===== config.mk =====
export PLATFORM = sky130hd
export DESIGN_NAME = arb_mux_n_flat
export DESIGN_NICKNAME = d
export VERILOG_FILES = /design/src/rtl/arb_mux_n_if.sv /design/src/rtl/arb_mux_n.sv /design/src/flat_wrapper.sv
export SDC_FILE = /design/constraint.sdc
export NUM_CORES = 1
export LEC_CHECK = 0
export BUFFER_PORTS_ARGS = -buffer_cell sky130_fd_sc_hd__clkbuf_2
export CAP_MARGIN = 20
export CORE_MARGIN = 4
export CORE_UTILIZATION = 48
export DETAILED_ROUTE_END_ITERATION = 12
export PLACE_DENSITY_LB_ADDON = 0.2
export SYNTH_ARGS = -nofsm -noshare
export SYNTH_HDL_FRONTEND = slang
export SYNTH_SLANG_ARGS = --single-unit

===== constraint.sdc =====
create_clock -name CLK -period 7 [get_ports CLK]
set_clock_uncertainty 0.15 [all_clocks]
set_input_delay 1.05 -clock CLK [delete_from_list [all_inputs] [get_ports CLK]]
set_output_delay 1.05 -clock CLK [all_outputs]
set_load 0.01 [all_outputs]

===== src/rtl/arb_mux_n_if.sv =====
// Bus bundle for arb_mux_n: N-channel input streams plus one registered output stream.
// The slave modport is the mux's view; master is the driver/sink side.
interface arb_mux_n_if #(
  parameter int unsigned DataPathSize = 8,
  parameter int unsigned NumChannels  = 8,
  parameter int unsigned SelWidth     = 3
) ();
  logic [NumChannels*DataPathSize-1:0] IN_DATA;
  logic [NumChannels-1:0]              IN_VALID;
  logic [NumChannels-1:0]              IN_LAST;
  logic [NumChannels-1:0]              IN_READY;
  logic                                MODE;
  logic [SelWidth-1:0]                 SEL;
  logic [DataPathSize-1:0]             OUT_DATA;
  logic [SelWidth-1:0]                 OUT_CH;
  logic                                OUT_LAST;
  logic                                OUT_VALID;
  logic                                OUT_READY;

  modport slave (
    input  IN_DATA, IN_VALID, IN_LAST, MODE, SEL, OUT_READY,
    output IN_READY, OUT_DATA, OUT_CH, OUT_LAST, OUT_VALID
  );

  modport master (
    output IN_DATA, IN_VALID, IN_LAST, MODE, SEL, OUT_READY,
    input  IN_READY, OUT_DATA, OUT_CH, OUT_LAST, OUT_VALID
  );
endinterface


===== src/rtl/arb_mux_n.sv =====
// N-to-1 stream mux with direct-select or round-robin arbitration and a one-beat output register.
// Define ARB_MUX_PKT_LOCK_EN to hold round-robin grant on a channel until its IN_LAST beat.
module arb_mux_n #(
  parameter int unsigned DataPathSize = 8,
  parameter int unsigned NumChannels  = 8,
  parameter int unsigned SelWidth     = 3
) (
  input logic        CLK,
  input logic        RST,
  arb_mux_n_if.slave bus
);

  logic                    out_valid_q, out_valid_d;
  logic [DataPathSize-1:0] out_data_q, out_data_d;
  logic [SelWidth-1:0]     out_ch_q, out_ch_d;
  logic                    out_last_q, out_last_d;
  logic [SelWidth-1:0]     ptr_q, ptr_d;
`ifdef ARB_MUX_PKT_LOCK_EN
  logic                    lock_q, lock_d;
`endif

  logic                    load;
  logic                    accept;
  logic                    grant_vld;
  logic [SelWidth-1:0]     grant;
  logic [SelWidth-1:0]     cand;
  int unsigned             scan_idx;
  logic [NumChannels-1:0]  in_ready;
  logic [DataPathSize-1:0] in_data_arr [NumChannels];

  for (genvar k = 0; k < NumChannels; k++) begin : g_unpack
    assign in_data_arr[k] = bus.IN_DATA[k*DataPathSize +: DataPathSize];
  end

  assign load = !out_valid_q || bus.OUT_READY;

  always_comb begin
    grant     = '0;
    grant_vld = 1'b0;
    scan_idx  = 0;
    cand      = '0;
    if (!bus.MODE) begin
      grant     = bus.SEL;
      grant_vld = (32'(bus.SEL) < NumChannels);
`ifdef ARB_MUX_PKT_LOCK_EN
    end else if (lock_q) begin
      // Locked channel is always the last granted one, which ptr_q tracks.
      grant     = ptr_q;
      grant_vld = 1'b1;
`endif
    end else begin
      // Walk offsets high to low so the nearest valid channel after ptr_q wins.
      for (int unsigned i = NumChannels; i >= 1; i--) begin
        scan_idx = 32'(ptr_q) + i;
        if (scan_idx >= NumChannels) begin
          scan_idx = scan_idx - NumChannels;
        end
        cand = SelWidth'(scan_idx);
        if (bus.IN_VALID[cand]) begin
          grant     = cand;
          grant_vld = 1'b1;
        end
      end
    end
  end

  assign accept = load && grant_vld && bus.IN_VALID[grant];

  always_comb begin
    in_ready = '0;
    if (load && grant_vld && !RST) begin
      in_ready[grant] = 1'b1;
    end
  end

  assign bus.IN_READY = in_ready;

  always_comb begin
    out_valid_d = out_valid_q;
    out_data_d  = out_data_q;
    out_ch_d    = out_ch_q;
    out_last_d  = out_last_q;
    ptr_d       = ptr_q;
    if (accept) begin
      out_valid_d = 1'b1;
      out_data_d  = in_data_arr[grant];
      out_ch_d    = grant;
      out_last_d  = bus.IN_LAST[grant];
      if (bus.MODE) begin
        ptr_d = grant;
      end
    end else if (bus.OUT_READY) begin
      out_valid_d = 1'b0;
    end
  end

`ifdef ARB_MUX_PKT_LOCK_EN
  always_comb begin
    lock_d = lock_q;
    if (!bus.MODE) begin
      lock_d = 1'b0;
    end else if (accept) begin
      lock_d = !bus.IN_LAST[grant];
    end
  end
`endif

  always_ff @(posedge CLK or posedge RST) begin
    if (RST) begin
      out_valid_q <= 1'b0;
      out_data_q  <= '0;
      out_ch_q    <= '0;
      out_last_q  <= 1'b0;
      ptr_q       <= SelWidth'(NumChannels - 1);
`ifdef ARB_MUX_PKT_LOCK_EN
      lock_q      <= 1'b0;
`endif
    end else begin
      out_valid_q <= out_valid_d;
      out_data_q  <= out_data_d;
      out_ch_q    <= out_ch_d;
      out_last_q  <= out_last_d;
      ptr_q       <= ptr_d;
`ifdef ARB_MUX_PKT_LOCK_EN
      lock_q      <= lock_d;
`endif
    end
  end

  assign bus.OUT_VALID = out_valid_q;
  assign bus.OUT_DATA  = out_data_q;
  assign bus.OUT_CH    = out_ch_q;
  assign bus.OUT_LAST  = out_last_q;

endmodule


===== src/flat_wrapper.sv =====
// flat-port wrapper written by rule: the top's interface ports become plain ports
module arb_mux_n_flat 
#(
  parameter int unsigned DataPathSize = 8,
  parameter int unsigned NumChannels  = 8,
  parameter int unsigned SelWidth     = 3
)
  (CLK, RST, bus_IN_DATA, bus_IN_VALID, bus_IN_LAST, bus_MODE, bus_SEL, bus_OUT_READY, bus_IN_READY, bus_OUT_DATA, bus_OUT_CH, bus_OUT_LAST, bus_OUT_VALID);
  arb_mux_n_if #(.DataPathSize(DataPathSize), .NumChannels(NumChannels), .SelWidth(SelWidth)) bus_i ();
  input logic CLK;
  input logic RST;
  input wire logic [$bits(bus_i.IN_DATA)-1:0] bus_IN_DATA;
  input wire logic [$bits(bus_i.IN_VALID)-1:0] bus_IN_VALID;
  input wire logic [$bits(bus_i.IN_LAST)-1:0] bus_IN_LAST;
  input wire logic [$bits(bus_i.MODE)-1:0] bus_MODE;
  input wire logic [$bits(bus_i.SEL)-1:0] bus_SEL;
  input wire logic [$bits(bus_i.OUT_READY)-1:0] bus_OUT_READY;
  output wire logic [$bits(bus_i.IN_READY)-1:0] bus_IN_READY;
  output wire logic [$bits(bus_i.OUT_DATA)-1:0] bus_OUT_DATA;
  output wire logic [$bits(bus_i.OUT_CH)-1:0] bus_OUT_CH;
  output wire logic [$bits(bus_i.OUT_LAST)-1:0] bus_OUT_LAST;
  output wire logic [$bits(bus_i.OUT_VALID)-1:0] bus_OUT_VALID;
  assign bus_i.IN_DATA = bus_IN_DATA;
  assign bus_i.IN_VALID = bus_IN_VALID;
  assign bus_i.IN_LAST = bus_IN_LAST;
  assign bus_i.MODE = bus_MODE;
  assign bus_i.SEL = bus_SEL;
  assign bus_i.OUT_READY = bus_OUT_READY;
  assign bus_IN_READY = bus_i.IN_READY;
  assign bus_OUT_DATA = bus_i.OUT_DATA;
  assign bus_OUT_CH = bus_i.OUT_CH;
  assign bus_OUT_LAST = bus_i.OUT_LAST;
  assign bus_OUT_VALID = bus_i.OUT_VALID;
  arb_mux_n #(.DataPathSize(DataPathSize), .NumChannels(NumChannels), .SelWidth(SelWidth)) u_core (.CLK(CLK), .RST(RST), .bus(bus_i));
endmodule

After elaboration in Yosys (flattened, before gate mapping)
Cells that the tools add are included.
{"block": "word_totals", "romBits": 0, "regBits": 16, "ram_bits": 0, "mem_count": 0, "latchBits": 0}
{"block": "op_classes", "div": 0, "eq_ne": 0, "addsub": 16, "mul": 0, "n_mux": 62, "n_bitwise": 1, "magnitude_cmp": 19, "reduce_logical": 9, "shift": 0}
{"op": "$mux 3", "count": 25}
{"op": "$lt 3x4->1 const B", "count": 9}
{"op": "$ge 4x4->1 const B", "count": 8}
{"op": "$bmux 1 s3", "count": 10}
{"op": "$bmux 8 s3", "count": 1}
{"op": "$mux 8", "count": 3}
{"op": "$sub 3x1->3 const B", "count": 8}
{"op": "$mux 1", "count": 22}
{"op": "$add 3x3->4 const B", "count": 4}
{"op": "$add 3x2->4 const B", "count": 2}
{"op": "$add 3x4->5 const B", "count": 1}
{"op": "$ge 5x4->1 const B", "count": 1}
{"op": "$add 3x1->4 const B", "count": 1}
{"op": "$logic_and 1x1->1", "count": 4}
{"op": "$not 3->4", "count": 1}
{"op": "$demux 1 s3", "count": 1}
{"op": "$ge 3x1->1 const B", "count": 1}
{"op": "$logic_not 1->1", "count": 2}
{"op": "$reduce_and 2->1", "count": 1}
{"op": "$reduce_bool 2->1", "count": 1}
{"op": "$logic_or 1x1->1", "count": 1}

Logic depth before layout (Yosys ltp)
{"block": "depth", "word_depth": 20, "mapped_depth": 18, "ltp_nobuf": 12}

Worst setup path before layout
Ideal clock, no wire load.
{"block": "synth_timing", "path_type": "reg-to-output", "start": "register u_core.ptr_q[0]", "end": "output bus_IN_READY[2]", "stages_incl_launch_ff": 16, "setup_slack_ps": 1722, "t_arrival_ps": 4078, "path_cell_list": "dfstp_2 > buf_2 > buf_6 > buf_2 > inv_1 > ha_1 > buf_2 > mux4_2 > mux2_2 > a2111oi_2 > a211oi_2 > a31oi_4 > buf_2 > buf_2 > nand2_1 > nor2_1"}
{"block": "synth_between", "elab_chain_cells": 20, "elab_cells_between_ends": 82, "classes_between": "add/sub (16); order compare (10); mux (53); reduce/logical (3)"}
{"item": "start, declared", "line": "arb_mux_n.sv:17", "rtl": "logic [SelWidth-1:0] ptr_q, ptr_d;"}
{"item": "start signal, assigned", "line": "arb_mux_n.sv:114", "rtl": "ptr_q <= SelWidth'(NumChannels - 1);"}
{"item": "start signal, assigned", "line": "arb_mux_n.sv:123", "rtl": "ptr_q <= ptr_d;"}
{"item": "$add 3x4->5", "line": "arb_mux_n.sv:54", "rtl": "scan_idx = 32'(ptr_q) + i;"}
{"item": "$ge 5x4->1 / $sub 3x1->3 (equally long branches)", "line": "arb_mux_n.sv:55, arb_mux_n.sv:56"}
{"item": "$mux 3", "line": "arb_mux_n.sv:55", "rtl": "if (scan_idx >= NumChannels) begin"}
{"item": "$mux 3", "line": "arb_mux_n.sv:42", "rtl": "if (!bus.MODE) begin"}
{"item": "$bmux 1 s3", "line": "arb_mux_n.sv:59", "rtl": "if (bus.IN_VALID[cand]) begin"}
{"item": "$mux 1 (not written as such)", "line": "arb_mux_n.sv:59"}
{"item": "$mux 3 (8 in series)", "line": "arb_mux_n.sv:59"}
{"item": "$mux 3", "line": "arb_mux_n.sv:42"}
{"item": "$lt 3x4->1 (not written as such) / $ge 3x1->1 (equally long branches)", "line": "arb_mux_n.sv:72", "rtl": "in_ready[grant] = 1'b1;"}
{"item": "$logic_and 1x1->1 (not written as such)", "line": "arb_mux_n.sv:72"}
{"item": "$mux 1 (not written as such)", "line": "arb_mux_n.sv:72"}
{"item": "$demux 1 s3"}
{"item": "$mux 8 (*)", "line": "arb_mux_n.sv:71", "rtl": "if (load && grant_vld && !RST) begin"}
{"item": "end, declared", "line": "flat_wrapper.sv:18", "rtl": "output wire logic [$bits(bus_i.IN_READY)-1:0] bus_IN_READY;"}
Every way passes the cells marked *; elsewhere a longest branch is shown, timed or not. The select of a mux whose other input is x is not followed.

Final worst setup path
{"block": "layout_timing", "start": "register u_core.ptr_q[0]", "end": "output bus_IN_READY[0]"}
Same word-level chain as after synthesis.

==> results.py <==
metrics = {
    "global_route": {
        "grt_pass1_vias": 2347,
        "grt_pass1_wl_mm": 11.4,
        "grt_max_degree": 37,
        "antenna_found_initial": 0,
        "grt_use_total": 0.228,
        "gr-total-overflow": 0,
    },
    "logic_synthesis": {
        "ys_ff_latch": 16,
        "async_flop_share": 1.00,
        "synth_ff_type": "dfrtp_1",
        "synthTopCellsByCount": "mux2i_1, mux2_2, nand2_1, nor2_1, dfrtp_1",
        "ys_types": 52,
        "synth_most_common_cell": "mux2i_1",
        "synth_area_leaders": "mux2i_1, dfrtp_1, mux4_2, mux2_2, mux2_1",
        "synth.top_cell.area_share": 0.268,
        "synth_seq_area_share": 0.169,
        "syn_area_um2": 2390,
        "yosysTopAreaCell": "mux2i_1",
        "ys_warn_count": 0,
        "synth_edf_count": 0,
        "synth_area_per_cell_um2": 9.53,
        "synth_nets": 340,
        "syn_inst": 251,
    },
    "power": {
        "peakVddDrop_uv": 317,
        "leakage_uw": 0.00151,
        "cellPowerDensity_nw_per_um2": 603,
    },
    "run_status": {
        "status": "finished, final reports clean",
    },
    "timing": {
        "rsz0062_at_grt": "false",
        "fin_ws_ps": 1010,
        "slew_headroom": 0.522,
        "timing.final.max_slew_violations": 0,
        "worst_slew_pin_slew_ps": 717,
        "final_hold_viol_count": 0,
        "setup_viol": 0,
        "fin_crit_sh": 0.856,
        "post-route-min-period_ps": 5990,
        "fmaxAchievable_ghz": 0.167,
        "totalNegativeSetupSlack_ps": 0,
    },
    "worst_hold_path": {
        "whs_path_depth": 1,
        "worstHoldStart": "u_core.bus.OUT_DATA[5]",
        "hold_path_class": "reg2reg",
        "holdPathEnd": "u_core.bus.OUT_DATA[5]",
    },
    "drt": {
        "first_pass_iters": 4,
        "vias": 2377,
        "viasPerCell": 5.74,
        "wl_per_cell_um": 16.9,
        "ant_nets": 0,
        "initialDrtViolationCount": 86,
        "drc": 0,
        "wl_mm": 7.00,
    },
    "critical_path": {
        "worst_r2r_startpoint": "u_core.ptr_q[0]",
        "r2r_slack_ps": 1420,
        "end_kind": "primary output",
        "r2r_end": "u_core.bus.OUT_DATA[2]",
        "start_kind": "register",
        "crit_arrival_ps": 4790,
        "rr_worst_depth": 12,
        "cp.required_ps": 5800,
        "crit_type": "reg2out",
        "crit_fanout": 25,
    },
    "clock_tree": {
        "h-tree-depth": 1,
        "clk_path_buf_depth": 2,
        "ctsResizeCount": 0,
        "clk-insertion-delay-late_ps": 250,
        "root_buffer": "clkbuf_8",
        "tritoncts": "done",
        "clkTransAtPathRegs_ps": 60,
        "cts_hold_buf": 0,
        "numCtsBuffers": 3,
        "post_cts_buffers": 0,
        "clock_sinks": 16,
    },
    "floorplan": {
        "fp.coreArea_um2": 4790,
        "start_util": 0.500,
        "die_w_um": 78.6,
        "fp.dieH_um": 78.6,
        "io-pin-count": 108,
        "placementRows": 25,
        "dieArea_um2": 6180,
    },
    "layout": {
        "n_antenna_cell": 0,
        "syn_to_final_growth_pct": 24.9,
        "fin_cells": 414,
        "regArea_um2": 404,
        "layout.nets": 437,
        "drive_above_1_share": 0.429,
        "nFillCells": 438,
        "multi_input_area_um2": 1860,
    },
    "placed_design": {
        "dp_hpwl_mm": 5.57,
        "dp_slack_ps": 1310,
        "io_buffers": 107,
        "dp_cells": 410,
        "routabilityCongestion": 0.940,
    },
    "run": {
        "cap_violations": 0,
    },
}
==> stage by stage <==
step | hold WS (ps) | power, uW | util | instance area [um^2]
after CTS | 337 | 1800 | 0.624 | 2990
after floorplan | 379 | 1440 | - | 2390
after detailed placement | 324 | 1710 | 0.613 | 2930
final | 332 | 1800 | 0.624 | 2990
after global placement | 319 | 1690 | 0.613 | 2930
after global routing | 349 | 1950 | 0.624 | 2990
==> flip-flops by register name, summed over array words and instances (netlist names) <==
| name | flops |
|---|---|
| u_core.bus.OUT_DATA | 8 |
| u_core.bus.OUT_CH | 3 |
| u_core.ptr_q | 3 |
| u_core.bus.OUT_LAST | 1 |
| u_core.bus.OUT_VALID | 1 |
==> worst max-delay path: stages (launching register included) <==
cell and delay [ps]:
dfstp_2 910, inv_1 210, ha_1 630, mux4_2 630
nand2_1 140, nand2_1 130, nor2_1 160, nand2_1 80
or3_1 330, a41oi_1 510, inv_1 370, nand2_1 240
nor2_1 70, clkbuf_2 120
==> metal layers <==
| layer | global-route usage | wire, um | vias to the layer above |
|---|---|---|---|
| li1 | - | - | 1147 |
| met1 | 0.310 | 3160 | 1106 |
| met2 | 0.379 | 3190 | 115 |
| met3 | 0.0356 | 579 | 9 |
| met4 | 0.0507 | 74 | 0 |
| met5 | 0 | 0 | - |
==> logic make-up (layout without fill, tap and decap cells) <==
family	after synthesis	after routing	share of synthesized area
AO/OA/AOI/OAI	42	42	0.136
XOR/XNOR	5	5	0.0183
adder cells (fa/ha/maj)	2	2	0.0105
buffers and inverters	27	123	0.0549
flip-flops	16	16	0.169
multiplexers	104	104	0.505
AND/OR/NAND/NOR	55	55	0.107
==> placed cells by master, fill, tap and decap left out, types with 2 or more instances in the layout <==
master,instances
a31oi_1,3
dfstp_2,3
o22ai_1,2
nor3_1,2
o21ai_0,7
nor2b_1,4
clkbuf_2,107
buf_4,2
mux4_2,10
xnor2_1,4
clkbuf_8,4
nand2b_1,6
dfrtp_1,13
mux2_1,12
ha_1,2
nand2_1,17
mux2_2,17
nor4_1,2
nand3_1,4
a211oi_1,4
a21oi_1,6
mux2i_1,64
inv_1,10
nor2_1,16
==> how the worst max path moves through the flow <==
| stage | endpoint | slack [ps] | startpoint |
|---|---|---|---|
| 2_1_floorplan | bus_IN_READY[2] | 1720 | u_core.ptr_q[0] |
| 3_3_place_gp | bus_IN_READY[2] | 1490 | u_core.ptr_q[0] |
| 3_5_place_dp | bus_IN_READY[0] | 1310 | u_core.ptr_q[0] |
| 4_1_cts | bus_IN_READY[0] | 1030 | u_core.ptr_q[0] |
| 5_1_grt | bus_IN_READY[0] | 640 | u_core.ptr_q[0] |
| 6_report | bus_IN_READY[0] | 1010 | u_core.ptr_q[0] |
==> report_power, final <==
part / internal (uW) / switching, uW
clock network: 49.8 / 29.9
logic: 714 / 769
registers: 156 / 83.1
total: 920 / 882
==> final cells by class <==
type                            count  area share
Sequential cell                    16       0.135
Inverter                           10      0.0126
Timing Repair Buffer              109       0.184
Multi-Input combinational cell    208       0.621
Clock buffer                        4      0.0184
Tap cell                           67      0.0281
No activity file was read; power rests on OpenSTA's default activity.
